## src/rtl/qns_pkg.sv

```systemverilog
// Shared quantiser/noise-shaper constants: default datapath sizing and saturation limits.
package qns_pkg;

   localparam int unsigned IN_W  = 19;
   localparam int unsigned R     = 32;
   localparam int unsigned N     = 3;
   localparam int unsigned LOG2R = $clog2(R);
   localparam int unsigned ACC_W = IN_W + N * LOG2R;

   // Two's-complement limits of a w-bit sample.
   function automatic longint sat_hi(input int unsigned w);
      return (longint'(1) << (w - 1)) - longint'(1);
   endfunction

   function automatic longint sat_lo(input int unsigned w);
      return -(longint'(1) << (w - 1));
   endfunction

   localparam logic signed [IN_W-1:0] SAT_MAX = IN_W'(sat_hi(IN_W));
   localparam logic signed [IN_W-1:0] SAT_MIN = IN_W'(sat_lo(IN_W));

endpackage

```

## src/rtl/mod2_cic_interp_x32_if.sv

```systemverilog
// Low-rate sample handshake in, high-rate sample stream and status out.
interface mod2_cic_interp_x32_if #(
   parameter int unsigned IN_W = qns_pkg::IN_W
);
   logic signed [IN_W-1:0] in_data;
   logic                   in_valid;
   logic                   in_ready;
   logic signed [IN_W-1:0] out;
   logic                   out_strobe;
   logic                   underrun;

   modport master (
      output in_data, in_valid,
      input  in_ready, out, out_strobe, underrun
   );

   modport slave (
      input  in_data, in_valid,
      output in_ready, out, out_strobe, underrun
   );
endinterface

```

## src/rtl/cic_int_stage.sv

```systemverilog
// One CIC integrator: W-bit accumulator, wraps modulo 2^W, advances only when enabled.
module cic_int_stage #(
   parameter int unsigned W = qns_pkg::ACC_W
) (
   input  logic                clock,
   input  logic                reset,
   input  logic                i_en,
   input  logic signed [W-1:0] i_din,
   output logic signed [W-1:0] o_acc
);

   logic signed [W-1:0] r_acc;

   always_ff @(posedge clock) begin
      if (reset)
         r_acc <= '0;
      else if (i_en)
         r_acc <= r_acc + i_din;
   end

   assign o_acc = r_acc;

endmodule

```

## src/rtl/mod2_cic_interp_x32.sv

```systemverilog
// x32 CIC interpolator (N combs at the low rate, N integrators at the clock rate) feeding mod2.
module mod2_cic_interp_x32 #(
   parameter int unsigned IN_W = qns_pkg::IN_W,
   parameter int unsigned R    = qns_pkg::R,
   parameter int unsigned N    = qns_pkg::N
) (
   input  logic                 clock,
   input  logic                 reset,
   mod2_cic_interp_x32_if.slave bus
);

   localparam int unsigned LOG2R = $clog2(R);
   localparam int unsigned ACC_W = IN_W + N * LOG2R;
   localparam int unsigned SHIFT = (N - 1) * LOG2R;

   localparam logic signed [ACC_W-1:0] SAT_HI = ACC_W'(qns_pkg::sat_hi(IN_W));
   localparam logic signed [ACC_W-1:0] SAT_LO = ACC_W'(qns_pkg::sat_lo(IN_W));

   logic [LOG2R-1:0]       r_phase;
   logic                   w_phase0;
   logic                   w_phase1;

   logic signed [ACC_W-1:0] w_comb   [0:N];
   logic signed [ACC_W-1:0] r_comb_z [0:N-1];
   logic signed [ACC_W-1:0] r_cn;
   logic signed [ACC_W-1:0] w_int    [0:N];

   logic signed [ACC_W-1:0] w_shr;
   logic signed [IN_W-1:0]  w_sat;
   logic signed [IN_W-1:0]  r_out;
   logic                    r_strobe;
   logic                    r_underrun;

   assign w_phase0 = (r_phase == '0);
   assign w_phase1 = (r_phase == LOG2R'(1));

   // A missing sample in its slot is replaced by zero.
   assign w_comb[0] = bus.in_valid ? ACC_W'(bus.in_data) : '0;

   for (genvar k = 0; k < N; k++) begin : g_comb
      assign w_comb[k+1] = w_comb[k] - r_comb_z[k];
   end

   always_ff @(posedge clock) begin
      if (reset) begin
         r_phase    <= '0;
         r_cn       <= '0;
         r_out      <= '0;
         r_strobe   <= 1'b0;
         r_underrun <= 1'b0;
         for (int k = 0; k < N; k++)
            r_comb_z[k] <= '0;
      end else begin
         r_phase  <= r_phase + LOG2R'(1);
         r_strobe <= w_phase1;
         r_out    <= w_sat;
         if (w_phase0) begin
            for (int k = 0; k < N; k++)
               r_comb_z[k] <= w_comb[k];
            r_cn <= w_comb[N];
            if (!bus.in_valid)
               r_underrun <= 1'b1;
         end
      end
   end

   // Zero-stuffing: the first integrator only sees the comb output on the phase-1 edge.
   assign w_int[0] = r_cn;

   for (genvar k = 0; k < N; k++) begin : g_int
      if (k == 0) begin : g_first
         cic_int_stage #(.W(ACC_W)) u_int (
            .clock (clock),
            .reset (reset),
            .i_en  (w_phase1),
            .i_din (w_int[k]),
            .o_acc (w_int[k+1])
         );
      end else begin : g_rest
         cic_int_stage #(.W(ACC_W)) u_int (
            .clock (clock),
            .reset (reset),
            .i_en  (1'b1),
            .i_din (w_int[k]),
            .o_acc (w_int[k+1])
         );
      end
   end

   // Remove the R^(N-1) CIC gain, then clamp to the output range.
   assign w_shr = w_int[N] >>> SHIFT;

   always_comb begin
      w_sat = IN_W'(w_shr);
      if (w_shr > SAT_HI)
         w_sat = IN_W'(SAT_HI);
      else if (w_shr < SAT_LO)
         w_sat = IN_W'(SAT_LO);
   end

   assign bus.in_ready   = w_phase0 && !reset;
   assign bus.out        = r_out;
   assign bus.out_strobe = r_strobe;
   assign bus.underrun   = r_underrun;

endmodule

```

## src/flat_wrapper.sv

```systemverilog
// flat-port wrapper written by rule: the top's interface ports become plain ports
module mod2_cic_interp_x32_flat 
#(
   parameter int unsigned IN_W = qns_pkg::IN_W,
   parameter int unsigned R    = qns_pkg::R,
   parameter int unsigned N    = qns_pkg::N
)
  (clock, reset, bus_in_data, bus_in_valid, bus_in_ready, bus_out, bus_out_strobe, bus_underrun);
  mod2_cic_interp_x32_if #(.IN_W(IN_W)) bus_i ();
  input  logic clock;
  input  logic reset;
  input wire logic [$bits(bus_i.in_data)-1:0] bus_in_data;
  input wire logic [$bits(bus_i.in_valid)-1:0] bus_in_valid;
  output wire logic [$bits(bus_i.in_ready)-1:0] bus_in_ready;
  output wire logic [$bits(bus_i.out)-1:0] bus_out;
  output wire logic [$bits(bus_i.out_strobe)-1:0] bus_out_strobe;
  output wire logic [$bits(bus_i.underrun)-1:0] bus_underrun;
  assign bus_i.in_data = bus_in_data;
  assign bus_i.in_valid = bus_in_valid;
  assign bus_in_ready = bus_i.in_ready;
  assign bus_out = bus_i.out;
  assign bus_out_strobe = bus_i.out_strobe;
  assign bus_underrun = bus_i.underrun;
  mod2_cic_interp_x32 #(.IN_W(IN_W), .R(R), .N(N)) u_core (.clock(clock), .reset(reset), .bus(bus_i));
endmodule
```

## config.mk

```make
export PLATFORM = sky130hd
export DESIGN_NAME = mod2_cic_interp_x32_flat
export DESIGN_NICKNAME = d
export VERILOG_FILES = /design/src/rtl/qns_pkg.sv /design/src/rtl/mod2_cic_interp_x32_if.sv /design/src/rtl/cic_int_stage.sv /design/src/rtl/mod2_cic_interp_x32.sv /design/src/flat_wrapper.sv
export SDC_FILE = /design/constraint.sdc
export NUM_CORES = 1
export LEC_CHECK = 0
export BUFFER_PORTS_ARGS = -buffer_cell sky130_fd_sc_hd__clkbuf_2
export CAP_MARGIN = 20
export CORE_ASPECT_RATIO = 0.7
export CORE_UTILIZATION = 60
export CTS_BUF_LIST = sky130_fd_sc_hd__clkbuf_8
export DETAILED_ROUTE_END_ITERATION = 12
export PLACE_DENSITY = 0.81
export SLEW_MARGIN = 30
export SYNTH_ARGS = -nofsm -noshare
export SYNTH_HDL_FRONTEND = slang
export SYNTH_HIERARCHICAL = 1
export SYNTH_SLANG_ARGS = --single-unit
```

## constraint.sdc

```tcl
create_clock -name clock -period 7.9 [get_ports clock]
set_input_delay 1.185 -clock clock [delete_from_list [all_inputs] [get_ports clock]]
set_output_delay 1.185 -clock clock [all_outputs]
set_load 0.01 [all_outputs]
```

Word-level counts from Yosys, hierarchy flattened
Memory sizes are Yosys's and may differ from the RTL's.
Cells that the tools add are included.
Word-level totals
  register bits after elaboration: 162
  bits in latches: 0
  bits in writable memories: 102
  memory bits (read-only): 0
  bits of input ports: 22
  memories: 1
Memories
  u_core.r_comb_z: depth 3, bits a word 34, read ports 3, clocked after Yosys merged registers in 0, wr ports 3, RTL line mod2_cic_interp_x32.sv:24  | logic signed [ACC_W-1:0] r_comb_z [0:N-1];
Cells by class
  add/subtract/negate cells: 7
  multipliers: 0
  div/mod/pow operators: 0
  order comparisons: 2
  eq/ne operators: 1
  shifts and indexed selects: 0
  mux-type cells: 11
  bitwise operators: 4
  reduce and logical (&&, ||, !) cells: 5
Operators with widths (count)
  $mux W34: 4
  $add A34 B34 Y34: 3
  $sub A34 B34 Y34: 3
  $gt A24 B19 Y1 const B: 1
  $lt A24 B19 Y1 const B: 1
  $mux W19: 1
  $mux W18: 1
  $add A5 B1 Y5 const B: 1
  $eq A5 B1 Y1 const B: 1
  $logic_not A5 Y1: 1
  $mux W1: 5
  $or A1 B1 Y1: 3
  $reduce_and A2 Y1: 1
  $reduce_or A2 Y1: 1
  $logic_and A1 B1 Y1: 1
  $logic_not A1 Y1: 1
  $not A1 Y1: 1

Logic depth before layout (Yosys ltp)
Gate-level depths: netlist of run 1.
  depth after elaboration: 5
  mapped depth: 34
  mapped depth without buffers: 33

By module
Netlist of run 1, hierarchy kept.
Modules (own cells, without submodules)
  mod2_cic_interp_x32: times used 1, cells each 1034, area an instance 9720.6 sq um, seq. area each 3813.7 sq um
  cic_int_stage at u_core.g_int[1].g_rest.u_int ...: times used 2, cells each 401, area an instance 3100.5 sq um, seq. area each 680.7 sq um
  cic_int_stage at u_core.g_int[0].g_first.u_int: times used 1, cells each 368, area an instance 3031.7 sq um, seq. area each 680.7 sq um

Worst setup path before layout of run 1
OpenSTA, ideal clock, no wires.
  path type: input port to flip-flop
  start point: input bus_in_valid
  end point: register u_core.r_cn[28]
  setup time: 0.120 ns
  arrival: 6.692 ns
  slack: 1.089 ns
  stages: 32
  path buffers: 1
  cell sequence: clkbuf_1 > nand2_1 > ha_1 > inv_1 > fa_1 > a21o_1 > a21oi_1 > nor2b_1 > o21a_1 > o22ai_1 > o211a_1 > nand2b_1 > a21o_1 > xor2_1 > ha_1 > a211oi_1 > o211ai_1 > a221oi_1 > o21ai_1 > a21boi_2 > o21bai_1 > a21oi_1 > xnor2_1 > ha_1 > a21o_1 > a21o_1 > a21oi_1 > nand3_1 > o21a_1 > a21oi_1 > nor3_1 > a211o_1
RTL lines
  start: declaration: RTL line flat_wrapper.sv:13  | input wire logic [$bits(bus_i.in_valid)-1:0] bus_in_valid;
  end signal: assignment: RTL line mod2_cic_interp_x32.sv:60  | r_cn <= w_comb[N];
  end: declaration: RTL line mod2_cic_interp_x32.sv:25  | logic signed [ACC_W-1:0] r_cn;

==> summary.md, run 1 <==
| Metric | Value |
|---|---|
| Warnings from Yosys | `6` |
| Vias in the first global route | `15,100` |
| Internal power | `0.00382 W` |
| EDFF count, synth | `87` |
| Synthesized area per cell | `8.60 um2` |
| Final hold violation count | `0` |
| Max Clock Skew | `31.4 ps` |
| Die W | `214 um` |
| Setup Viol. Count Final | `0` |
| R2R setup slack | `1150 ps` |
| Critical Path RT | `8350 ps` |
| Cell Pwr Density | `329 nW/um2` |
| Setup Buffers After CTS | `0` |
| Cell area after synthesis | `19,000 um2` |
| Fin crit period | `7420 ps` |
| Total power | `0.00668 W` |
| Gr usage total | `26.6%` |
| Starting density of the core | `61.0%` |
| Final TNS setup | `0 ps` |
| Seq. cell area | `5860 um2` |
| Inserted Diodes | `0` |
| Pleak | `9.09 nW` |
| Via/cell ratio | `6.00` |
| Antenna violations before repair | `0` |
| Max clock buf depth | `3` |
| First-pass DRT Iterations | `7` |
| Setup crit start kind | `primary input` |
| First-pass GRT wire length | `72,400 um` |
| Io pins | `44` |
| CP Data Arrival Time | `7860 ps` |
| Primary FF master, synth | `dfxtp_1` |
| Sequential share of power | `24.8%` |
| Syn Inst Count | `2,204` |
| Largest stage delay, worst path | `620 ps` |
| CTS Buf Count | `41` |
| Clock Root Buffer | `clkbuf_8` |
| Layout area overhead | `7.04%` |
| Slew @ Worst Pin | `916 ps` |
| FF-to-FF path depth | `30` |
| CP Launch Point | `bus_in_valid` |
| Combinational share of power | `57.3%` |
| Cell Count, Final, Fillers Out | `2,678` |
| Initial drt markers | `1,192` |
| Wire per inst | `16.2 um` |
| Total gr overflow | `0` |
| TritonCTS clock tree | `yes` |
| Worst R2R End | `u_core/r_cn[31]` |
| Flop and latch count out of synthesis | `249` |
| Max_slew headroom | `38.9%` |
| Slowest CP cell | `a311oi_1` |
| Routed vias | `16,100` |
| Worst setup EP type | `register` |
| RR Startpoint | `u_core/r_comb_z[0][0]` |
| Hold buffers post-CTS | `0` |
| Sw Share | `42.8%` |
| Largest net degree at the start of global routing | `88` |
| Largest cells by area after synthesis | `dfxtp_1 17%, edfxtp_1 14%, ha_1 12%, a21oi_1 5.1%, xnor2_1 4.0%` |
| Die height | `151 um` |
| Worst-Skew Late Latency | `580 ps` |
| Max cap viols | `0` |
| Distinct cells, synth | `99` |
| Tcrit/Tclk final | `93.9%` |
| RSZ-0062 raised after global routing | `false` |
| Fillers | `2,629` |
| Routed WL | `43,300 um` |
| Placed Instance Area | `19,400 um2` |
| Slew Limit Fails | `0` |
| Post-CTS Resized | `0` |
| CP Class | `in -> reg` |
| Fin nets | `2,445` |
| Clk sinks | `249` |
| Die Area | `32,300 um2` |
| Placer's final routability congestion estimate | `0.915` |
| Core Footprint | `31,100 um2` |
| P_sw | `0.00286 W` |
| DRT antenna net count | `0` |
| Asr flop ratio synth | `0%` |
| Clock share of power | `17.9%` |
| Sequential share of the synthesized area | `30.9%` |
| Status | `complete, no violations` |
| Worst-path clk slew | `60 ps` |
| Number of I/O port buffers | `43` |
| Row count | `54` |
| Crit path to | `u_core/r_cn[31]` |
| # DRC | `0` |
| Fraction of layout cells with a size suffix above 1 | `7.53%` |
| Final instance area | `20,300 um2` |
| HP Class | `reg -> reg` |
| Maximum vdd drop | `0.252 mV` |
| DPL Wire Length | `31,900 um` |
| Multi-input combinational cell area | `12,300 um2` |
| F_max | `135 MHz` |
| Htree depth | `2` |
| Critical path peak fanout | `20` |
| Yosys top cell area share | `17.1%` |
| Yosys top cell by area | `dfxtp_1` |
| Placed cell count | `2,607` |
-- power by group through the flow --
stage	Combinational [W]	Clock, W	Sequential [W]
floorplan	0.00304	0	0.00166
global placement	0.00359	0	0.00168
detailed placement	0.00374	0	0.00169
CTS	0.00377	0.00122	0.00166
global route	0.00423	0.00127	0.00168
finish	0.00383	0.00119	0.00166
-- cell families after synthesis --
family	count (synthesis)	synth area share, %
and+or+nand+nor	691	18.3
AOI/OAI and AO/OA	659	23.5
DFF	249	30.9
buffers and inverters	209	4.59
adders and majority gates	193	13.0
xor gates and xnor gates	144	6.65
muxes	58	3.09
other	1	0.0198
-- flip-flops by register name (all words and copies together) (netlist names) --
name	count
u_core/bus.out	19
u_core/bus.underrun	1
u_core/r_cn	34
u_core/r_phase	5
u_core/r_comb_z	87
u_core/bus.out_strobe	1
u_core/g_int.g_first.u_int/o_acc	34
u_core/g_int.g_rest.u_int/o_acc	68
-- layer usage --
| metal | GRT usage (%) | vias up | part of all wire [%] |
|---|---|---|---|
| met3 | 3.45 | 53 | 5.2 |
| met4 | 5.79 | 0 | 1.2 |
| li1 | - | 7989 | - |
| met1 | 38.6 | 7658 | 50 |
| met2 | 42.0 | 380 | 43 |
| met5 | 0 | - | 0 |
-- synth_stat cells (all sizes together), types with 9 or more instances --
cell,instances
nand2,180
dfxtp,162
mux2i,54
a21boi,9
nand2b,23
nor2b,31
edfxtp,87
nand4,18
a21oi,197
o21ai,130
xnor2,87
nand3,52
o21bai,34
ha,187
o21a,43
nor2,156
a211o,12
clkbuf,58
a211oi,20
and3,22
a31oi,20
nor3,45
a21o,94
nor3b,13
xor2,57
inv,132
buf,15
and2,108
o22ai,17
-- layout by cell type, fill, tap and decap left out, types with 23 or more instances in the layout --
master,count
a21o_1,89
a21oi_1,194
and2_1,108
clkbuf_2,42
clkbuf_8,58
dfxtp_1,162
edfxtp_1,87
ha_1,187
inv_1,142
mux2i_1,54
nand2_1,180
nand2b_1,23
nand3_1,52
nor2_1,155
nor2b_1,31
nor3_1,43
o21a_1,43
o21ai_0,114
o21bai_1,33
xnor2_1,87
xor2_1,57
-- stage by stage --
step / hold slack [ps] / setup WS, ps / utilization [%]
after floorplan: 430 / 1090 / -
after global routing: 495 / 13.0 / 65.3
after global placement: 451 / 416 / 62.5
final: 463 / 484 / 65.3
after CTS: 469 / 572 / 65.3
after detailed placement: 455 / -0.109 / 62.5
-- worst min path at each step --
stage | startpoint | to | slack, ps | cells past startpoint
2_1_floorplan | u_core/r_cn[0] | u_core/r_cn[0] | 430 | 2
3_3_place_gp | u_core/r_cn[26] | u_core/r_cn[26] | 450 | 2
3_5_place_dp | u_core/r_cn[25] | u_core/r_cn[25] | 450 | 2
4_1_cts | u_core/r_cn[25] | u_core/r_cn[25] | 470 | 2
5_1_grt | u_core/r_cn[30] | u_core/r_cn[30] | 500 | 2
6_report | u_core/r_cn[17] | u_core/r_cn[17] | 460 | 2
-- worst max-delay path, delay by kind of cell --
kind	cells	cell delay, ps
AOI/OAI and AO/OA	18	4310
adders and majority gates	4	1200
and+or+nand+nor	5	480
xor gates and xnor gates	3	420
buffers and inverters	2	280
-- area by class of cell --
class / instances / share of cell area [%]
inverters: 133 / 2.47
clock inverters: 13 / 0.259
repair buffers: 52 / 1.42
multi-input cells: 1753 / 60.5
flip-flops and latches: 249 / 28.9
clock buffers: 58 / 3.93
well taps: 420 / 2.59
(Power assumes the default switching activity.)
==> inputs of run 2 (changes only) <==
--- a/config.mk
+++ b/config.mk
@@ -5,6 +5,7 @@
 export SDC_FILE = /design/constraint.sdc
 export NUM_CORES = 1
 export LEC_CHECK = 0
+export ABC_AREA = 1
 export BUFFER_PORTS_ARGS = -buffer_cell sky130_fd_sc_hd__clkbuf_2
 export CAP_MARGIN = 20
 export CORE_ASPECT_RATIO = 0.7
==> summary.md, run 2 <==
| Metric | Value |
|---|---|
| Status | `complete, no violations` |
| Sequential share of power | `22.2%` |
| Metal1 wirelength | `32,000 um` |
| Syn Inst Count | `3,307` |
| # DRC | `0` |
| Most common cell after layout, fill and taps aside | `nand2_1` |
| Starting density of the core | `61.2%` |
| Vias in the first global route | `18,600` |
| Levels on crit path | `34` |
| Via/cell ratio | `5.46` |
| CTS Buf Count | `43` |
| Clock Root Buffer | `clkbuf_8` |
| Combinational share of power | `62.4%` |
| Sequential share of the synthesized area | `27.5%` |
| Die Area | `36,300 um2` |
| Cell Pwr Density | `342 nW/um2` |
| Clk sinks | `249` |
| Worst R2R End | `u_core/r_cn[33]` |
| Largest stage delay, worst path | `380 ps` |
| Slowest CP cell | `fa_1` |
| Max cap viols | `0` |
| P_sw | `0.00405 W` |
| Number of I/O port buffers | `43` |
| Flop and latch count out of synthesis | `249` |
| Primary FF master, synth | `dfxtp_1` |
| Largest net degree at the start of global routing | `62` |
| F_max | `144 MHz` |
| Fin Hold WS | `464 ps` |
| Htree depth | `2` |
| Most used standard cell by instance count after synthesis | `nand2_1` |
| Crit path max-delay family | `simple AND/OR/NAND/NOR gates` |
| Antenna violations before repair | `0` |
| WL met3 | `9020 um` |
| Fin crit period | `6960 ps` |
| RR Startpoint | `u_core/r_comb_z[0][0]` |
| Setup Viol. Count Final | `0` |
| Distinct cells, synth | `63` |
| First-pass DRT Iterations | `6` |
| Setup Buffers After CTS | `0` |
| Total gr overflow | `0` |
| Final hold violation count | `0` |
| Worst setup EP type | `register` |
| Synthesized area per cell | `6.44 um2` |
| CP Data Arrival Time | `7450 ps` |
| Max clock buf depth | `3` |
| Maximum vdd drop | `0.273 mV` |
| CP Class | `in -> reg` |
| CP Launch Point | `bus_in_valid` |
| HP Class | `reg -> reg` |
| Top Layer Used | `met4` |
| Critical Path RT | `8390 ps` |
| Max_slew headroom | `40.1%` |
| Inserted Diodes | `0` |
| First-pass GRT wire length | `98,500 um` |
| Internal power | `0.00375 W` |
| Synth cell count leaders | `810 x nand2_1, 593 x inv_1, 443 x nor2_1, 238 x a21oi_1, 187 x ha_1` |
| Routed WL | `63,700 um` |
| Most frequent CP cell | `nand2_1` |
| Slew @ Worst Pin | `899 ps` |
| Warnings from Yosys | `6` |
| Min-Delay Path Depth | `2` |
| Asr flop ratio synth | `0%` |
| Max Clock Skew | `29.5 ps` |
| Largest register by flop count | `u_core/r_comb_z` |
| Die W | `227 um` |
| Crit path to | `u_core/r_cn[33]` |
| Cell area after synthesis | `21,300 um2` |
| Worst Path Buf+Inv | `4` |
| DPL Wire Length | `50,900 um` |
| RSZ-0062 raised after global routing | `false` |
| Placer's final routability congestion estimate | `1.06` |
| Setup crit start kind | `primary input` |
| TritonCTS clock tree | `yes` |
| EDFF count, synth | `87` |
| Final TNS setup | `0 ps` |
| Worst-path clk slew | `60 ps` |
| Post-CTS Resized | `0` |
| DRT antenna net count | `0` |
| Tcrit/Tclk final | `88.1%` |
| Row count | `57` |
| Total power | `0.00780 W` |
| Gr usage total | `34.6%` |
| Pleak | `12.3 nW` |
| Fin nets | `3,564` |
| Hold buffers post-CTS | `0` |
| Yosys top cell area share | `15.2%` |
| Wire per inst | `16.5 um` |
| WL met2 | `21,800 um` |
| Layout area overhead | `6.96%` |
| Fraction of layout cells with a size suffix above 1 | `8.13%` |
| Io pins | `44` |
| FF-to-FF path depth | `32` |
| Critical path peak fanout | `20` |
| Largest cells by area after synthesis | `dfxtp_1 15%, nand2_1 14%, edfxtp_1 12%, ha_1 11%, inv_1 10%` |
| Yosys top cell by area | `dfxtp_1` |
| Die height | `160 um` |
| Initial drt markers | `2,427` |
| R2R setup slack | `1700 ps` |
| Slew Limit Fails | `0` |
| Most frequent cells in the layout | `809 x nand2_1, 609 x inv_1, 443 x nor2_1` |
| Max FFs per register | `87` |
| Core Footprint | `34,800 um2` |
| Worst-Skew Late Latency | `610 ps` |
| Clock share of power | `15.4%` |
| Sw Share | `51.9%` |
| Routed vias | `21,100` |
-- run 2: cell count changes after synthesis, sizes merged, moves of 63 or more --
cell   before  now
a21o       94   11
a21oi     197  260
inv       132  619
and2      108    4
xnor2      87   22
o21ai     130  194
nand2     180  854
nor2      156  469
nand3      52  169
-- run 2: stage by stage --
step | instances | instance area [um2] | setup WS (ps) | util [%]
after floorplan | 3308 | 21300 | 2060 | -
after global placement | 3776 | 21900 | 764 | 63.1
after detailed placement | 3776 | 21900 | 728 | 63.1
after CTS | 3855 | 22800 | 1290 | 65.5
after global routing | 3855 | 22800 | 522 | 65.5
final | 3855 | 22800 | 938 | 65.5
-- run 2: logic make-up after synthesis --
group	count (synthesis)	share of synthesized area [%]
AOI/OAI and AO/OA	522	13.7
xor gates and xnor gates	95	3.97
adders and majority gates	193	11.5
buffers and inverters	678	12.2
DFF	249	27.5
other	1	0.0176
and+or+nand+nor	1569	31.1
-- run 2: power groups by stage --
stage	registers, W	logic (W)	clock network [W]
after detailed placement	0.00175	0.00464	0
after global routing	0.00175	0.00538	0.00128
final	0.00173	0.00487	0.00120
after global placement	0.00175	0.00458	0
after CTS	0.00173	0.00467	0.00122
after floorplan	0.00171	0.00345	0
-- run 2: layer usage --
metal  vias to the layer above  track usage (%)
li1                      10500                -
met1                      9514             55.6
met2                       936             41.8
met3                        68             14.4
met4                         0             5.46
met5                         -                0
-- run 2: final cells by class --
| cell class | count | area, um2 |
|---|---|---|
| clock inverter | 28 | 145 |
| tap | 472 | 591 |
| fill | 3146 | 12000 |
| inverter | 621 | 2330 |
| clock buffer | 51 | 702 |
| sequential | 249 | 5860 |
| timing repair buffer | 53 | 290 |
| multi-input combinational | 2381 | 12900 |
-- run 2: how the worst min path moves through the flow --
stage                       from                     to  slack [ps]
2_1_floorplan  u_core/r_phase[4]  u_core/bus.out_strobe         420
3_3_place_gp     u_core/r_cn[25]        u_core/r_cn[25]         450
3_5_place_dp     u_core/r_cn[11]        u_core/r_cn[11]         460
4_1_cts          u_core/r_cn[25]        u_core/r_cn[25]         470
5_1_grt          u_core/r_cn[26]        u_core/r_cn[26]         480
6_report         u_core/r_cn[25]        u_core/r_cn[25]         460
-- run 2: tightest hold or removal path, cell delays in order (launching register included) --
cell	delay, ps
dfxtp_1	310
nand2_1	60
nand2_1	40
